`src/rtl/md_pkg.sv`:
```
// Shared types and default sizing for the MD force-core broadcast controller.
package md_pkg;

  localparam int NUM_CELLS = 8;
  localparam int ID_W      = 7;

  typedef logic [ID_W-1:0] particle_id_t;

  typedef enum logic [2:0] {
    IDLE        = 3'd0,
    START_WAIT  = 3'd1,
    READ_NUM    = 3'd2,
    READING     = 3'd3,
    PHASE_DRAIN = 3'd4,
    REF_DRAIN   = 3'd5
  } bc_state_t;

endpackage

```
`src/rtl/multi_phase_broadcast_ctrl_if.sv`:
```
// Scheduler / cell-reader side bundle of the broadcast controller.
interface multi_phase_broadcast_ctrl_if #(
  parameter int NUM_CELLS  = md_pkg::NUM_CELLS,
  parameter int ID_W       = md_pkg::ID_W,
  parameter int NUM_PHASES = 2
);
  localparam int PH_W = (NUM_PHASES > 1) ? $clog2(NUM_PHASES) : 1;
  localparam int DC_W = $clog2(NUM_CELLS) + 1;

  logic                      iter_start;
  logic                      abort;
  logic [NUM_CELLS-1:0]      cell_enable;
  logic [NUM_CELLS*ID_W-1:0] particle_num;
  logic [NUM_CELLS-1:0]      back_pressure;
  logic [NUM_CELLS-1:0]      filter_buffer_empty;
  logic [NUM_CELLS-1:0]      reading_done;
  logic                      all_force_wr_issued;
  logic                      all_ref_wb_issued;
  logic [DC_W-1:0]           drain_counter;
  logic [ID_W-1:0]           particle_id;
  logic [ID_W-1:0]           ref_id;
  logic [PH_W-1:0]           phase;
  logic                      reading_particle_num;
  logic                      pause_reading;
  logic                      goto_next_ref;
  logic                      all_reading_done;
  logic                      all_filter_buffer_empty;
  logic                      iter_done;
  logic                      busy;

  modport master (
    input  iter_start, abort, cell_enable, particle_num, back_pressure,
           filter_buffer_empty, reading_done, all_force_wr_issued,
           all_ref_wb_issued, drain_counter,
    output particle_id, ref_id, phase, reading_particle_num, pause_reading,
           goto_next_ref, all_reading_done, all_filter_buffer_empty,
           iter_done, busy
  );

  modport slave (
    output iter_start, abort, cell_enable, particle_num, back_pressure,
           filter_buffer_empty, reading_done, all_force_wr_issued,
           all_ref_wb_issued, drain_counter,
    input  particle_id, ref_id, phase, reading_particle_num, pause_reading,
           goto_next_ref, all_reading_done, all_filter_buffer_empty,
           iter_done, busy
  );

endinterface

```
`src/rtl/bc_cell_status.sv`:
```
// Per-cell done comparisons and enable-masked reductions over all cells.
module bc_cell_status #(
  parameter int NUM_CELLS = md_pkg::NUM_CELLS,
  parameter int ID_W      = md_pkg::ID_W
) (
  input  logic [ID_W-1:0]           particle_id,
  input  logic [NUM_CELLS*ID_W-1:0] particle_num,
  input  logic [NUM_CELLS-1:0]      cell_enable,
  input  logic [NUM_CELLS-1:0]      back_pressure,
  input  logic [NUM_CELLS-1:0]      filter_buffer_empty,
  input  logic [NUM_CELLS-1:0]      reading_done,
  output logic                      all_bcast_done,
  output logic                      bp,
  output logic                      all_reading_done,
  output logic                      all_filter_buffer_empty
);

  logic [NUM_CELLS-1:0] cell_done_s;

  // A disabled cell is always done; an enabled one once the ID passes its count.
  always_comb begin
    cell_done_s = '0;
    for (int i = 0; i < NUM_CELLS; i++) begin
      cell_done_s[i] = ~cell_enable[i] | (particle_id > particle_num[i*ID_W +: ID_W]);
    end
  end

  assign all_bcast_done          = &cell_done_s;
  assign bp                      = |(back_pressure & cell_enable);
  assign all_reading_done        = &(reading_done | ~cell_enable);
  assign all_filter_buffer_empty = &(filter_buffer_empty | ~cell_enable);

endmodule

```
`src/rtl/multi_phase_broadcast_ctrl.sv`:
```
// Sequences reference-particle broadcast over all cells and neighbour phases.
module multi_phase_broadcast_ctrl #(
  parameter int NUM_CELLS   = md_pkg::NUM_CELLS,
  parameter int ID_W        = md_pkg::ID_W,
  parameter int NUM_PHASES  = 2,
  parameter int START_DELAY = 10,
  parameter int PIPE_DEPTH  = 31
) (
  input  logic                          clk,
  input  logic                          rst,
  multi_phase_broadcast_ctrl_if.master  bus
);
  import md_pkg::*;

  localparam int PH_W  = (NUM_PHASES > 1) ? $clog2(NUM_PHASES) : 1;
  localparam int DC_W  = $clog2(NUM_CELLS) + 1;
  localparam int CNT_W = (START_DELAY > 1) ? $clog2(START_DELAY) : 1;
  localparam int THR   = (NUM_CELLS > PIPE_DEPTH) ? (NUM_CELLS - PIPE_DEPTH) : 0;

  localparam logic [PH_W-1:0]  PH_LAST    = PH_W'(NUM_PHASES - 1);
  localparam logic [CNT_W-1:0] DELAY_LAST = CNT_W'(START_DELAY - 1);
  localparam logic [DC_W-1:0]  DRAIN_THR  = DC_W'(THR);
  localparam logic [ID_W-1:0]  ID_MAX     = {ID_W{1'b1}};

  bc_state_t        state_r;
  logic [CNT_W-1:0] delay_cnt_r;
  logic [ID_W-1:0]  particle_id_r;
  logic [ID_W-1:0]  ref_id_r;
  logic [PH_W-1:0]  phase_r;
  logic             pause_r;
  logic             read_num_r;
  logic             goto_next_ref_r;
  logic             iter_done_r;
  logic             busy_r;
  logic             inc_pending_r;

  logic all_bcast_done_s;
  logic bp_s;
  logic all_reading_done_s;
  logic all_fbe_s;

  bc_cell_status #(
    .NUM_CELLS (NUM_CELLS),
    .ID_W      (ID_W)
  ) u_cell_status (
    .particle_id             (particle_id_r),
    .particle_num            (bus.particle_num),
    .cell_enable             (bus.cell_enable),
    .back_pressure           (bus.back_pressure),
    .filter_buffer_empty     (bus.filter_buffer_empty),
    .reading_done            (bus.reading_done),
    .all_bcast_done          (all_bcast_done_s),
    .bp                      (bp_s),
    .all_reading_done        (all_reading_done_s),
    .all_filter_buffer_empty (all_fbe_s)
  );

  // Broadcast sequencer; abort shares the reset path so it wins over every transition.
  always_ff @(posedge clk) begin
    if (rst || bus.abort) begin
      state_r         <= IDLE;
      delay_cnt_r     <= '0;
      particle_id_r   <= '0;
      ref_id_r        <= ID_W'(1);
      phase_r         <= '0;
      pause_r         <= 1'b1;
      read_num_r      <= 1'b0;
      goto_next_ref_r <= 1'b0;
      iter_done_r     <= 1'b0;
      busy_r          <= 1'b0;
      inc_pending_r   <= 1'b0;
    end else begin
      goto_next_ref_r <= 1'b0;
      iter_done_r     <= 1'b0;
      case (state_r)
        IDLE: begin
          if (bus.iter_start) begin
            state_r     <= START_WAIT;
            busy_r      <= 1'b1;
            delay_cnt_r <= '0;
          end else begin
            state_r <= IDLE;
          end
        end
        START_WAIT: begin
          if (delay_cnt_r == DELAY_LAST) begin
            state_r     <= READ_NUM;
            delay_cnt_r <= '0;
            read_num_r  <= 1'b1;
            pause_r     <= 1'b0;
          end else begin
            delay_cnt_r <= delay_cnt_r + CNT_W'(1);
          end
        end
        READ_NUM: begin
          particle_id_r <= ID_W'(1);
          read_num_r    <= 1'b0;
          state_r       <= READING;
        end
        READING: begin
          if (all_bcast_done_s) begin
            particle_id_r <= ID_W'(1);
            pause_r       <= 1'b1;
            if (phase_r < PH_LAST) begin
              state_r <= PHASE_DRAIN;
            end else begin
              state_r       <= REF_DRAIN;
              inc_pending_r <= 1'b1;
            end
          end else if (bp_s) begin
            pause_r <= 1'b1;
          end else begin
            particle_id_r <= particle_id_r + ID_W'(1);
            pause_r       <= 1'b0;
          end
        end
        PHASE_DRAIN: begin
          if (all_fbe_s) begin
            phase_r         <= phase_r + PH_W'(1);
            pause_r         <= 1'b0;
            goto_next_ref_r <= 1'b1;
            state_r         <= READING;
          end else begin
            state_r <= PHASE_DRAIN;
          end
        end
        REF_DRAIN: begin
          // The ref_id bump clears inc_pending, so the advance branch can only follow it.
          if (all_reading_done_s && bus.all_force_wr_issued) begin
            state_r       <= IDLE;
            delay_cnt_r   <= '0;
            particle_id_r <= '0;
            ref_id_r      <= ID_W'(1);
            phase_r       <= '0;
            pause_r       <= 1'b1;
            read_num_r    <= 1'b0;
            busy_r        <= 1'b0;
            inc_pending_r <= 1'b0;
            iter_done_r   <= 1'b1;
          end else if (all_reading_done_s) begin
            state_r <= REF_DRAIN;
          end else if (inc_pending_r && all_fbe_s) begin
            if (ref_id_r != ID_MAX) begin
              ref_id_r <= ref_id_r + ID_W'(1);
            end else begin
              ref_id_r <= ref_id_r;
            end
            inc_pending_r <= 1'b0;
          end else if (!inc_pending_r && bus.all_ref_wb_issued &&
                       (bus.drain_counter > DRAIN_THR)) begin
            phase_r         <= '0;
            pause_r         <= 1'b0;
            goto_next_ref_r <= 1'b1;
            state_r         <= READING;
          end else begin
            state_r <= REF_DRAIN;
          end
        end
        default: begin
          state_r <= IDLE;
        end
      endcase
    end
  end

  assign bus.particle_id             = particle_id_r;
  assign bus.ref_id                  = ref_id_r;
  assign bus.phase                   = phase_r;
  assign bus.reading_particle_num    = read_num_r;
  assign bus.pause_reading           = pause_r;
  assign bus.goto_next_ref           = goto_next_ref_r;
  assign bus.all_reading_done        = all_reading_done_s;
  assign bus.all_filter_buffer_empty = all_fbe_s;
  assign bus.iter_done               = iter_done_r;
  assign bus.busy                    = busy_r;

endmodule

```
`src/flat_wrapper.sv`:
```
// flat-port wrapper written by rule: the top's interface ports become plain ports
module multi_phase_broadcast_ctrl_flat import md_pkg::*;
#(
  parameter int NUM_CELLS   = md_pkg::NUM_CELLS,
  parameter int ID_W        = md_pkg::ID_W,
  parameter int NUM_PHASES  = 2,
  parameter int START_DELAY = 10,
  parameter int PIPE_DEPTH  = 31
)
  (clk, rst, bus_iter_start, bus_abort, bus_cell_enable, bus_particle_num, bus_back_pressure, bus_filter_buffer_empty, bus_reading_done, bus_all_force_wr_issued, bus_all_ref_wb_issued, bus_drain_counter, bus_particle_id, bus_ref_id, bus_phase, bus_reading_particle_num, bus_pause_reading, bus_goto_next_ref, bus_all_reading_done, bus_all_filter_buffer_empty, bus_iter_done, bus_busy);
  multi_phase_broadcast_ctrl_if #(.NUM_CELLS(NUM_CELLS), .ID_W(ID_W), .NUM_PHASES(NUM_PHASES)) bus_i ();
  input  logic clk;
  input  logic rst;
  input wire logic [$bits(bus_i.iter_start)-1:0] bus_iter_start;
  input wire logic [$bits(bus_i.abort)-1:0] bus_abort;
  input wire logic [$bits(bus_i.cell_enable)-1:0] bus_cell_enable;
  input wire logic [$bits(bus_i.particle_num)-1:0] bus_particle_num;
  input wire logic [$bits(bus_i.back_pressure)-1:0] bus_back_pressure;
  input wire logic [$bits(bus_i.filter_buffer_empty)-1:0] bus_filter_buffer_empty;
  input wire logic [$bits(bus_i.reading_done)-1:0] bus_reading_done;
  input wire logic [$bits(bus_i.all_force_wr_issued)-1:0] bus_all_force_wr_issued;
  input wire logic [$bits(bus_i.all_ref_wb_issued)-1:0] bus_all_ref_wb_issued;
  input wire logic [$bits(bus_i.drain_counter)-1:0] bus_drain_counter;
  output wire logic [$bits(bus_i.particle_id)-1:0] bus_particle_id;
  output wire logic [$bits(bus_i.ref_id)-1:0] bus_ref_id;
  output wire logic [$bits(bus_i.phase)-1:0] bus_phase;
  output wire logic [$bits(bus_i.reading_particle_num)-1:0] bus_reading_particle_num;
  output wire logic [$bits(bus_i.pause_reading)-1:0] bus_pause_reading;
  output wire logic [$bits(bus_i.goto_next_ref)-1:0] bus_goto_next_ref;
  output wire logic [$bits(bus_i.all_reading_done)-1:0] bus_all_reading_done;
  output wire logic [$bits(bus_i.all_filter_buffer_empty)-1:0] bus_all_filter_buffer_empty;
  output wire logic [$bits(bus_i.iter_done)-1:0] bus_iter_done;
  output wire logic [$bits(bus_i.busy)-1:0] bus_busy;
  assign bus_i.iter_start = bus_iter_start;
  assign bus_i.abort = bus_abort;
  assign bus_i.cell_enable = bus_cell_enable;
  assign bus_i.particle_num = bus_particle_num;
  assign bus_i.back_pressure = bus_back_pressure;
  assign bus_i.filter_buffer_empty = bus_filter_buffer_empty;
  assign bus_i.reading_done = bus_reading_done;
  assign bus_i.all_force_wr_issued = bus_all_force_wr_issued;
  assign bus_i.all_ref_wb_issued = bus_all_ref_wb_issued;
  assign bus_i.drain_counter = bus_drain_counter;
  assign bus_particle_id = bus_i.particle_id;
  assign bus_ref_id = bus_i.ref_id;
  assign bus_phase = bus_i.phase;
  assign bus_reading_particle_num = bus_i.reading_particle_num;
  assign bus_pause_reading = bus_i.pause_reading;
  assign bus_goto_next_ref = bus_i.goto_next_ref;
  assign bus_all_reading_done = bus_i.all_reading_done;
  assign bus_all_filter_buffer_empty = bus_i.all_filter_buffer_empty;
  assign bus_iter_done = bus_i.iter_done;
  assign bus_busy = bus_i.busy;
  multi_phase_broadcast_ctrl #(.NUM_CELLS(NUM_CELLS), .ID_W(ID_W), .NUM_PHASES(NUM_PHASES), .START_DELAY(START_DELAY), .PIPE_DEPTH(PIPE_DEPTH)) u_core (.clk(clk), .rst(rst), .bus(bus_i));
endmodule
```
`config.mk`:
```
export PLATFORM = sky130hd
export DESIGN_NAME = multi_phase_broadcast_ctrl_flat
export DESIGN_NICKNAME = d
export VERILOG_FILES = /design/src/rtl/md_pkg.sv /design/src/rtl/multi_phase_broadcast_ctrl_if.sv /design/src/rtl/bc_cell_status.sv /design/src/rtl/multi_phase_broadcast_ctrl.sv /design/src/flat_wrapper.sv
export SDC_FILE = /design/constraint.sdc
export NUM_CORES = 1
export LEC_CHECK = 0
export ABC_CLOCK_PERIOD_IN_PS = 4900
export BUFFER_PORTS_ARGS = -buffer_cell sky130_fd_sc_hd__buf_2
export CAP_MARGIN = 15
export CORE_UTILIZATION = 55
export CTS_BUF_LIST = sky130_fd_sc_hd__clkbuf_4
export DETAILED_ROUTE_END_ITERATION = 16
export GPL_ROUTABILITY_DRIVEN = 0
export PLACE_DENSITY = 0.89
export SLEW_MARGIN = 25
export SYNTH_ARGS = -nofsm -noshare
export SYNTH_HDL_FRONTEND = slang
export SYNTH_SLANG_ARGS = --single-unit
export TNS_END_PERCENT = 1
```
`constraint.sdc`:
```
create_clock -name clk -period 4.9 [get_ports clk]
set_input_delay 0.98 -clock clk [delete_from_list [all_inputs] [get_ports clk]]
set_output_delay 0.98 -clock clk [all_outputs]
set_load 0.01 [all_outputs]
```
### After elaboration in Yosys (flattened, before gate mapping)

Cells that the tools add are included.

| cells by class | value |
|---|---|
| add/sub/neg operators | 4 |
| multiply operators | 0 |
| divide/modulo/power cells | 0 |
| magnitude comparators | 10 |
| eq/ne operators | 20 |
| shift-type cells | 0 |
| muxes and demuxes | 52 |
| bitwise logic cells | 21 |
| reductions and logical operators | 30 |

Operators by type and width:

| kind | count |
|---|---|
| 7-bit > comparator | 8 |
| 7-bit 2-to-1 mux | 7 |
| 1-bit 2-to-1 mux | 26 |
| 8-bit AND reduction | 3 |
| 3-bit 2-to-1 mux | 7 |
| 7-bit one-hot mux with 3 select lines | 1 |
| 3-bit one-hot mux with 6 select lines | 1 |
| 8-bit OR | 2 |
| 3-bit AND reduction | 5 |
| 7-bit by 1-bit adder with 7-bit output, second input constant | 2 |
| 4-bit 2-to-1 mux | 3 |
| 4-bit one-hot mux with 3 select lines | 1 |
| 5-bit AND reduction | 2 |
| 2-bit nonzero test | 5 |
| 1-bit NOT | 9 |
| 3-bit nonzero test | 3 |
| 8-bit bitwise AND | 1 |
| 2-bit by 1-bit inequality test with 1-bit output, second input constant | 4 |
| 8-bit NOT | 1 |
| 1-bit OR | 8 |
| 1-bit one-hot mux with 2 select lines | 4 |
| 8-bit OR reduction | 1 |
| 7-bit inequality test, second input constant | 1 |
| 3-bit by 2-bit equality test with 1-bit output, second input constant | 2 |
| other kinds (22) | 30 |

| word-level totals | value |
|---|---|
| register bits | 28 |
| latch bits | 0 |
| bits in writable memories | 0 |
| bits in read-only memories | 0 |
| bits of input ports | 98 |
| output and inout port bits | 22 |
| word-level logic and storage cells | 148 |
| memories kept | 0 |

### Depth between registers and ports, before layout

Gate-level depths: netlist of run 1.

| depth | value |
|---|---|
| depth after elaboration | 8 |
| depth in mapped cells | 10 |
| mapped depth without buffers | 9 |

### Hierarchy

Synthesis of run 1 repeated with hierarchy kept, for this count alone.

| unflattened totals | value |
|---|---|
| cell total of the unflattened synthesis | 407 |
| area, all modules | 3080.5 sq um |

By module, submodules not included:

| module | instances | cells an instance | area each (sq um) | seq. area each (sq um) |
|---|---|---|---|---|
| multi_phase_broadcast_ctrl | 1 | 189 | 1560.2 | 560.5 |
| bc_cell_status | 1 | 218 | 1520.2 | 0.0 |

### Least setup slack after synthesis of run 1

OpenSTA, ideal clock, no wires.

| timing path | value |
|---|---|
| path kind | input-to-reg |
| from | in bus_particle_num[19] |
| to | reg u_core.particle_id_r[3] (netlist: u_core.bus.particle_id[3]) |
| setup time | 0.142 ns |
| data arrival time | 2.616 ns |
| data required time | 4.758 ns |
| slack | 2.142 ns |
| stages | 10 |
| path buffers | 1 |
| cell sequence | inv_1 ha_1 nand4_2 nor2_1 or4_1 a211oi_1 nand4_1 buf_2 nand2_1 o311ai_1 |

| on the way | value |
|---|---|
| cells in the longest elaborated chain, start to end | 5 |
| elaborated cells on any way between the ends | 7 |
| those cells by class | order compare (1); eq/ne (1); mux (2); bitwise (1); reduce/logical (2) |

Ends and longest elaborated chain:

| element | line | RTL |
|---|---|---|
| start, declared | flat_wrapper.sv:17 | `input wire logic [$bits(bus_i.particle_num)-1:0] bus_particle_num;` |
| 7-bit > comparator (*) | bc_cell_status.sv:24 | `cell_done_s[i] = ~cell_enable[i] \| (particle_id > particle_num[i*ID_W +: ID_W]);` |
| 1-bit OR (*) | bc_cell_status.sv:24 |  |
| 8-bit AND reduction (*) | bc_cell_status.sv:28 | `assign all_bcast_done = &cell_done_s;` |
| 3-bit by 2-bit inequality test with 1-bit output (no source line) or 7-bit 2-to-1 mux (tied branches) | -- |  |
| 3-bit AND reduction (no source line) or 7-bit one-hot mux with 3 select lines (tied branches) | -- |  |
| end signal, assigned | multi_phase_broadcast_ctrl.sv:113 | `particle_id_r <= particle_id_r + ID_W'(1);` |
| end, declared | multi_phase_broadcast_ctrl.sv:27 | `logic [ID_W-1:0] particle_id_r;` |

Every way passes the cells marked *; elsewhere a longest branch is shown, timed or not.
A chain may end at the register's enable or synchronous reset.

### Final worst setup path of run 1

| timing path | value |
|---|---|
| from | reg u_core.particle_id_r[4] (netlist: u_core.bus.particle_id[4]) |
| to | reg u_core.inc_pending_r |

| on the way | value |
|---|---|
| cells in the longest elaborated chain, start to end | 5 |
| elaborated cells on any way between the ends | 19 |
| those cells by class | order compare (8); eq/ne (1); bitwise (8); reduce/logical (2) |

Ends and longest elaborated chain:

| element | line | RTL |
|---|---|---|
| 7-bit > comparator | bc_cell_status.sv:24 |  |
| 1-bit OR | bc_cell_status.sv:24 |  |
| 8-bit AND reduction (*) | bc_cell_status.sv:28 |  |
| 2-bit by 1-bit inequality test with 1-bit output (no source line) (*) | -- |  |
| 5-bit AND reduction (no source line) (*) | -- |  |
| end signal, assigned | multi_phase_broadcast_ctrl.sv:71 | `inc_pending_r <= 1'b0;` |
| end signal, assigned | multi_phase_broadcast_ctrl.sv:108 | `inc_pending_r <= 1'b1;` |
| end signal, assigned | multi_phase_broadcast_ctrl.sv:138 | `inc_pending_r <= 1'b0;` |
| end, declared | multi_phase_broadcast_ctrl.sv:35 | `logic inc_pending_r;` |

Marks and branches as above.

==> results of run 1 <==
## layer usage
metal  vias up  global-route usage  part of all wire
met2       169               0.518              0.46
met1      1546               0.373              0.43
met3        31              0.0563             0.071
li1       1674                   -                 -
met4         0               0.115             0.035
met5         -                   0                 0
## state kept, by name (all words and copies together) (netlist names), 3 cells and up
register / flops
u_core.bus.particle_id: 7
u_core.bus.ref_id: 7
u_core.delay_cnt_r: 4
u_core.state_r: 3
## worst max-delay path by stage
stage and end:
2_1_floorplan u_core.bus.particle_id[3]$_SDFFE_PP0P_, 3_3_place_gp u_core.inc_pending_r$_SDFFE_PP0P_, 3_5_place_dp u_core.inc_pending_r$_SDFFE_PP0P_, 4_1_cts u_core.inc_pending_r$_SDFFE_PP0P_, 5_1_grt u_core.inc_pending_r$_SDFFE_PP0P_, 6_report u_core.inc_pending_r$_SDFFE_PP0P_
## cells by family after synthesis
| family | count (synthesis) |
|---|---|
| AO/OA/AOI/OAI | 92 |
| XOR/XNOR | 6 |
| adder cells (fa/ha/maj) | 60 |
| buffers and inverters | 73 |
| flip-flops | 28 |
| multiplexers | 2 |
| AND/OR/NAND/NOR | 143 |
## worst max-delay path: stages, from the launching register on
cell and delay [ns]:
dfxtp_1 0.78, ha_1 0.36, nand4_1 0.13, nor2_1 0.07, or4_1 0.52, a211oi_1 0.22, nand4_1 0.38, or2_1 0.38
a211oi_2 0.22
## cells in the final DEF (no fill, tap or decap), drive strengths merged, types with 5 or more instances in the layout
cell type and count:
a21oi 29, nor2 42, ha 60, nor4 8, buf 119, inv 63, o21ai 23, nand4 20
nor2b 6, nand2b 9, nand2 19, a31oi 5, nand3b 8, o2111ai 6, a211oi 8, dfxtp 28
nand3 6
## area by class of cell
cell class                      count  share of cell area
Clock buffer                        3             0.00603
Tap cell                           70              0.0235
Clock inverter                      1             0.00804
Multi-Input combinational cell    303               0.589
Sequential cell                    28               0.150
Inverter                           64              0.0643
Timing Repair Buffer              119               0.159
## power breakdown
| group | switching [mW] | total, mW | internal (mW) | leakage, nW |
|---|---|---|---|---|
| Clock | 0.0714 | 0.154 | 0.0828 | 0.0279 |
| Combinational | 0.0679 | 0.130 | 0.0619 | 1.67 |
| Sequential | 0.00320 | 0.233 | 0.230 | 0.226 |
| Total | 0.142 | 0.517 | 0.374 | 1.93 |
## through the flow
| stage | setup slack [ns] | power (mW) | util |
|---|---|---|---|
| floorplan | 2.14 | 0.305 | - |
| global placement | 1.61 | 0.360 | 0.707 |
| detailed placement | 1.58 | 0.365 | 0.707 |
| CTS | 1.84 | 0.517 | 0.718 |
| global route | 1.53 | 0.543 | 0.718 |
| finish | 1.79 | 0.517 | 0.718 |
==> out/metrics.cfg, run 1 <==
[final_layout]
finalNonFillerCells = 588
diodes = 0
fillCellCount = 439
multi_input_area_sq_um = 2200
seqCellArea_sq_um = 561
syn2layout_area_growth_pct = 22.7
final_nets = 677
final_area_sq_um = 3730
drive_gt1_frac = 0.255

[synthesis]
synth-seq-cells = 28
synth_area_sq_um = 3040
yosysWarnings = 0
ys_async_sr_fraction = 0
syn_inst = 404
synthMuxAreaShare = 0.00658
synth_flop_cell = dfxtp_1
synth.most_common_cell = inv_1
synth_top_area_frac = 0.247
synth_top_family_by_area = simple AND/OR/NAND/NOR gates
synth_nets = 562
seq_area_frac_synth = 0.184
synth_edf_count = 0
synth_top_area_cell = ha_1
synthSimpleGateAreaFrac = 0.262
yosysUniqueCellTypes = 53
synth_area_per_cell_sq_um = 7.53
synth_common_cells = inv_1 (63), ha_1 (60), nor2_1 (41)
synth_fa_ha_area_frac = 0.247
synth_compound_area_frac = 0.190
synth_area_leaders = ha_1 (25%), dfxtp_1 (18%), inv_1 (7.8%)
synthXorXnorAreaFrac = 0.0173

[global_route]
grt_use_total = 0.302
grt_overflow = 0
antenna_found_initial = 0
grt_start_max_net_pins = 17
grt_pass1_wl_mm = 14.5
grt_pass1_vias = 3309

[worst_setup_path]
worst-path-max-fanout = 14
start_kind = flop
r2r_slack_ns = 1.79
timing.rr.start = u_core.bus.particle_id[4]$_SDFFE_PP0P_
reg2reg_depth = 8
worstSetupPathType = flop to flop
cp-end-kind = flop
startpoint = u_core.bus.particle_id[4]$_SDFFE_PP0P_
worstPathArrival_ns = 3.40
worstPathRequired_ns = 5.18
reg2reg_to = u_core.inc_pending_r$_SDFFE_PP0P_

[route]
totalWireLength_mm = 8.66
via_per_inst = 5.82
route.detailed.drc = 0
vias = 3420
first_pass_iters = 5
routedWlPerCell_um = 14.7
ant_nets = 0
drt_iter0_markers = 151

[die]
dieArea_sq_um = 5830
io_pins = 120
initial_core_util = 0.585
die_w_um = 76.4
core_area_sq_um = 5200
rows = 26
die_h_um = 76.4

[placement]
numPortBuffers = 119
dp_hpwl_mm = 7.06
dpl_cell_area_sq_um = 3680
placed_cells = 584

[timing]
slew_viol_final = 0
totalNegativeSetupSlack_ns = 0
min_period_ns = 3.11
holdWs_ns = 0.489
worst_pin_slew_ns = 0.666
rsz0062_at_grt = no
hold_viol = 0
fin_crit_sh = 0.636
relSlewSlack = 0.555
fin_skew_ns = 0.0217
fmax_mhz = 321
finalSetupViolations = 0

[min_path]
min_to = u_core.bus.busy$_SDFFE_PP0P_
hold_path_class = flop to flop
hold_path.startpoint = u_core.bus.busy$_SDFFE_PP0P_
hold_path_depth = 2

[clocking]
cts.sinks = 28
cts.htree.levels = 1
hold_buffers = 0
cts_tree = yes
cts_root_buffer = clkbuf_4
cts_resized = 0
worstSkewPairLatency_ns = 0.34
cts.clk_slew.worst_paths_ns = 0.17
post_cts_buffers = 0
cts.path.max_buffers = 2
cts_buffers = 3

[power]
p_leak_nw = 1.93
powerDensity_nw_per_um2 = 138
peakVddDrop_mv = 0.103

[run_status]
status = completed

[flow_run]
drv_cap = 0

Note: power is estimated with default switching activity, not from simulation.
==> run 2, diff against run 1 <==
--- a/config.mk
+++ b/config.mk
@@ -5,14 +5,15 @@
 export SDC_FILE = /design/constraint.sdc
 export NUM_CORES = 1
 export LEC_CHECK = 0
-export ABC_CLOCK_PERIOD_IN_PS = 4900
+export ABC_AREA = 1
+export ABC_CLOCK_PERIOD_IN_PS = 3100
 export BUFFER_PORTS_ARGS = -buffer_cell sky130_fd_sc_hd__buf_2
 export CAP_MARGIN = 15
-export CORE_UTILIZATION = 55
+export CORE_UTILIZATION = 52
 export CTS_BUF_LIST = sky130_fd_sc_hd__clkbuf_4
 export DETAILED_ROUTE_END_ITERATION = 16
 export GPL_ROUTABILITY_DRIVEN = 0
-export PLACE_DENSITY = 0.89
+export PLACE_DENSITY = 0.83
 export SLEW_MARGIN = 25
 export SYNTH_ARGS = -nofsm -noshare
 export SYNTH_HDL_FRONTEND = slang
==> constraint.sdc (replaced) <==
create_clock -name clk -period 3.1 [get_ports clk]
set_input_delay 0.62 -clock clk [delete_from_list [all_inputs] [get_ports clk]]
set_output_delay 0.62 -clock clk [all_outputs]
set_load 0.01 [all_outputs]
==> out/metrics.cfg, run 2 <==
[global_route]
grt_use_total = 0.263  ; -0.0395
grt_pass1_vias = 3361  ; +1.6%
antenna_found_initial = 0  ; unchanged
grt_overflow = 0  ; unchanged
grt_pass1_wl_mm = 13.9  ; -4.0%
grt_start_max_net_pins = 17  ; unchanged

[worst_setup_path]
worstPathArrival_ns = 2.62  ; -0.78 ns
worstSetupPathType = flop to flop
worstPathRequired_ns = 3.35  ; -1.83 ns
start_kind = flop
cp-end-kind = flop
reg2reg_depth = 15  ; +7
worst-path-max-fanout = 14  ; unchanged
r2r_slack_ns = 0.73  ; -1.06 ns

[die]
dieArea_sq_um = 6820  ; +17%
die_h_um = 82.6  ; +8.1%
io_pins = 120  ; unchanged
rows = 28  ; +7.7%
die_w_um = 82.6  ; +8.1%
initial_core_util = 0.554  ; -0.0306
core_area_sq_um = 6100  ; +17%

[clocking]
post_cts_buffers = 0  ; unchanged
cts.sinks = 28  ; unchanged
cts.path.max_buffers = 2  ; unchanged
cts_buffers = 3  ; unchanged
hold_buffers = 0  ; unchanged
cts_root_buffer = clkbuf_4
cts.htree.levels = 1  ; unchanged
cts_tree = yes
cts.clk_slew.worst_paths_ns = 0.15  ; -0.02 ns
cts_resized = 0  ; unchanged
worstSkewPairLatency_ns = 0.33  ; about the same

[synthesis]
synth_top_area_cell = ha_1
synth.most_common_cell = nand2_1
ys_async_sr_fraction = 0  ; unchanged
yosysUniqueCellTypes = 39  ; -26%
synth_common_cells = nand2_1 (142), inv_1 (111), ha_1 (60)
synth-seq-cells = 28  ; unchanged
synth_nets = 693  ; +23%
synth_area_sq_um = 3380  ; +11%
synth_area_leaders = ha_1 (22%), dfxtp_1 (17%), nand2_1 (16%)
synth_flop_cell = dfxtp_1
syn_inst = 535  ; +32%
synth_top_area_frac = 0.222  ; -0.0244
seq_area_frac_synth = 0.166  ; -0.0182
yosysWarnings = 0  ; unchanged
synth_area_per_cell_sq_um = 6.31  ; -16%
synth_edf_count = 0  ; unchanged

[timing]
rsz0062_at_grt = no
worst_pin_slew_ns = 0.626  ; -0.0400 ns
min_period_ns = 2.37  ; -0.741 ns
fmax_mhz = 421  ; +31%
slew_viol_final = 0  ; unchanged
fin_crit_sh = 0.766  ; +0.130
relSlewSlack = 0.582  ; +0.0267
fin_skew_ns = 0.00465  ; -0.0170 ns
finalSetupViolations = 0  ; unchanged
totalNegativeSetupSlack_ns = 0  ; unchanged
hold_viol = 0  ; unchanged

[power]
peakVddDrop_mv = 0.238  ; +130%
p_leak_nw = 2.56  ; +33%
powerDensity_nw_per_um2 = 206  ; +49%

[route]
ant_nets = 0  ; unchanged
first_pass_iters = 5  ; unchanged
via_per_inst = 5.04  ; -13%
routedWlPerCell_um = 11.8  ; -20%
route.detailed.drc = 0  ; unchanged
totalWireLength_mm = 8.60  ; -0.72%
vias = 3686  ; +7.8%
drt_iter0_markers = 108  ; -28%

[final_layout]
final_nets = 815  ; +20%
syn2layout_area_growth_pct = 21.6
layout_commonest_cell = nand2_1
diodes = 0  ; unchanged
utilization = 0.674  ; -0.0439
drive_gt1_frac = 0.238  ; -0.0170
most-common-layout-cells = nand2_1 (142), buf_2 (119), inv_1 (111)

[flow_run]
drv_cap = 0  ; unchanged

[run_status]
status = completed

[placement]
numPortBuffers = 119  ; unchanged
dp_hpwl_mm = 7.18  ; +1.6%

[min_path]
hold_path_depth = 2  ; unchanged
hold_path_class = flop to flop

[run 2: changes by cell type after synthesis, sizes merged, moves of 5 or more]
cell,change
a211oi,-8
a21oi,+5
clkbuf,-6
inv,+59
nand2,+129
nand2b,-9
nand3,+17
nand4,-9
nor2,+12
nor2b,-6
nor4,-7
o2111ai,-6
o21ai,-13
[run 2: layer usage]
| metal | up-vias | wire length [um] | track usage |
|---|---|---|---|
| met5 | - | 0 | 0 |
| met4 | 0 | 323 | 0.121 |
| met3 | 40 | 477 | 0.0429 |
| met2 | 130 | 4140 | 0.471 |
| met1 | 1593 | 3660 | 0.304 |
| li1 | 1923 | - | - |
[run 2: final timing paths]
path                                                              from                                     end
worst max-delay path            u_core.bus.particle_id[4]$_SDFFE_PP0P_  u_core.bus.particle_id[5]$_SDFFE_PP0P_
worst min-delay path                      u_core.bus.busy$_SDFFE_PP0P_            u_core.bus.busy$_SDFFE_PP0P_
worst max register to register  u_core.bus.particle_id[4]$_SDFFE_PP0P_  u_core.bus.particle_id[5]$_SDFFE_PP0P_
worst min register to register            u_core.bus.busy$_SDFFE_PP0P_            u_core.bus.busy$_SDFFE_PP0P_
[run 2: critical path, stage by stage (launching register included)]
cell and delay, ns:
dfxtp_1 0.73, ha_1 0.35, nand2_1 0.06, nand2_1 0.05
a21oi_1 0.18, nand2_1 0.08, nand2_1 0.06, nand2_1 0.04
nand2_1 0.08, nor2_1 0.05, nand2_1 0.11, nand2_1 0.08
nand2_2 0.23, nand2_1 0.08, nand2_1 0.07, nor2_1 0.04
[run 2: report_power, final]
group          internal, mW  leakage (nW)  switching, mW  total, mW
clock                 0.131        0.0279          0.109      0.239
sequential            0.364         0.226        0.00749      0.372
combinational         0.106          2.30          0.127      0.233
[run 2: logic make-up (layout without fill, tap and decap cells)]
logic type      Yosys count  after routing  share of synthesized area
fa+ha+maj                60             60                      0.222
compound gates           58             58                     0.0993
flops                    28             28                      0.166
buf+inv                 125            246                      0.143
simple gates            257            257                      0.351
xor+xnor                  7              7                     0.0182
[run 2: stage by stage]
stage               instance area [sq um]  hold WS (ns)  total power, mW  std cells  setup slack (ns)
floorplan                            3380         0.439            0.511        535              1.05
global placement                     4050         0.447            0.603        727             0.755
detailed placement                   4050         0.448            0.611        727             0.687
CTS                                  4110         0.472            0.854        731             0.743
global route                         4110         0.489            0.905        731             0.540
finish                               4110         0.471            0.844        731             0.727
[run 2: cell type report]
class / count / area, sq um
clock buffers: 3 / 22.5
clock inverters: 1 / 30.0
fillers: 559 / 1990
inverters: 122 / 463
multi-input cells: 382 / 2330
flip-flops and latches: 28 / 561
well taps: 75 / 93.8
repair buffers: 120 / 603
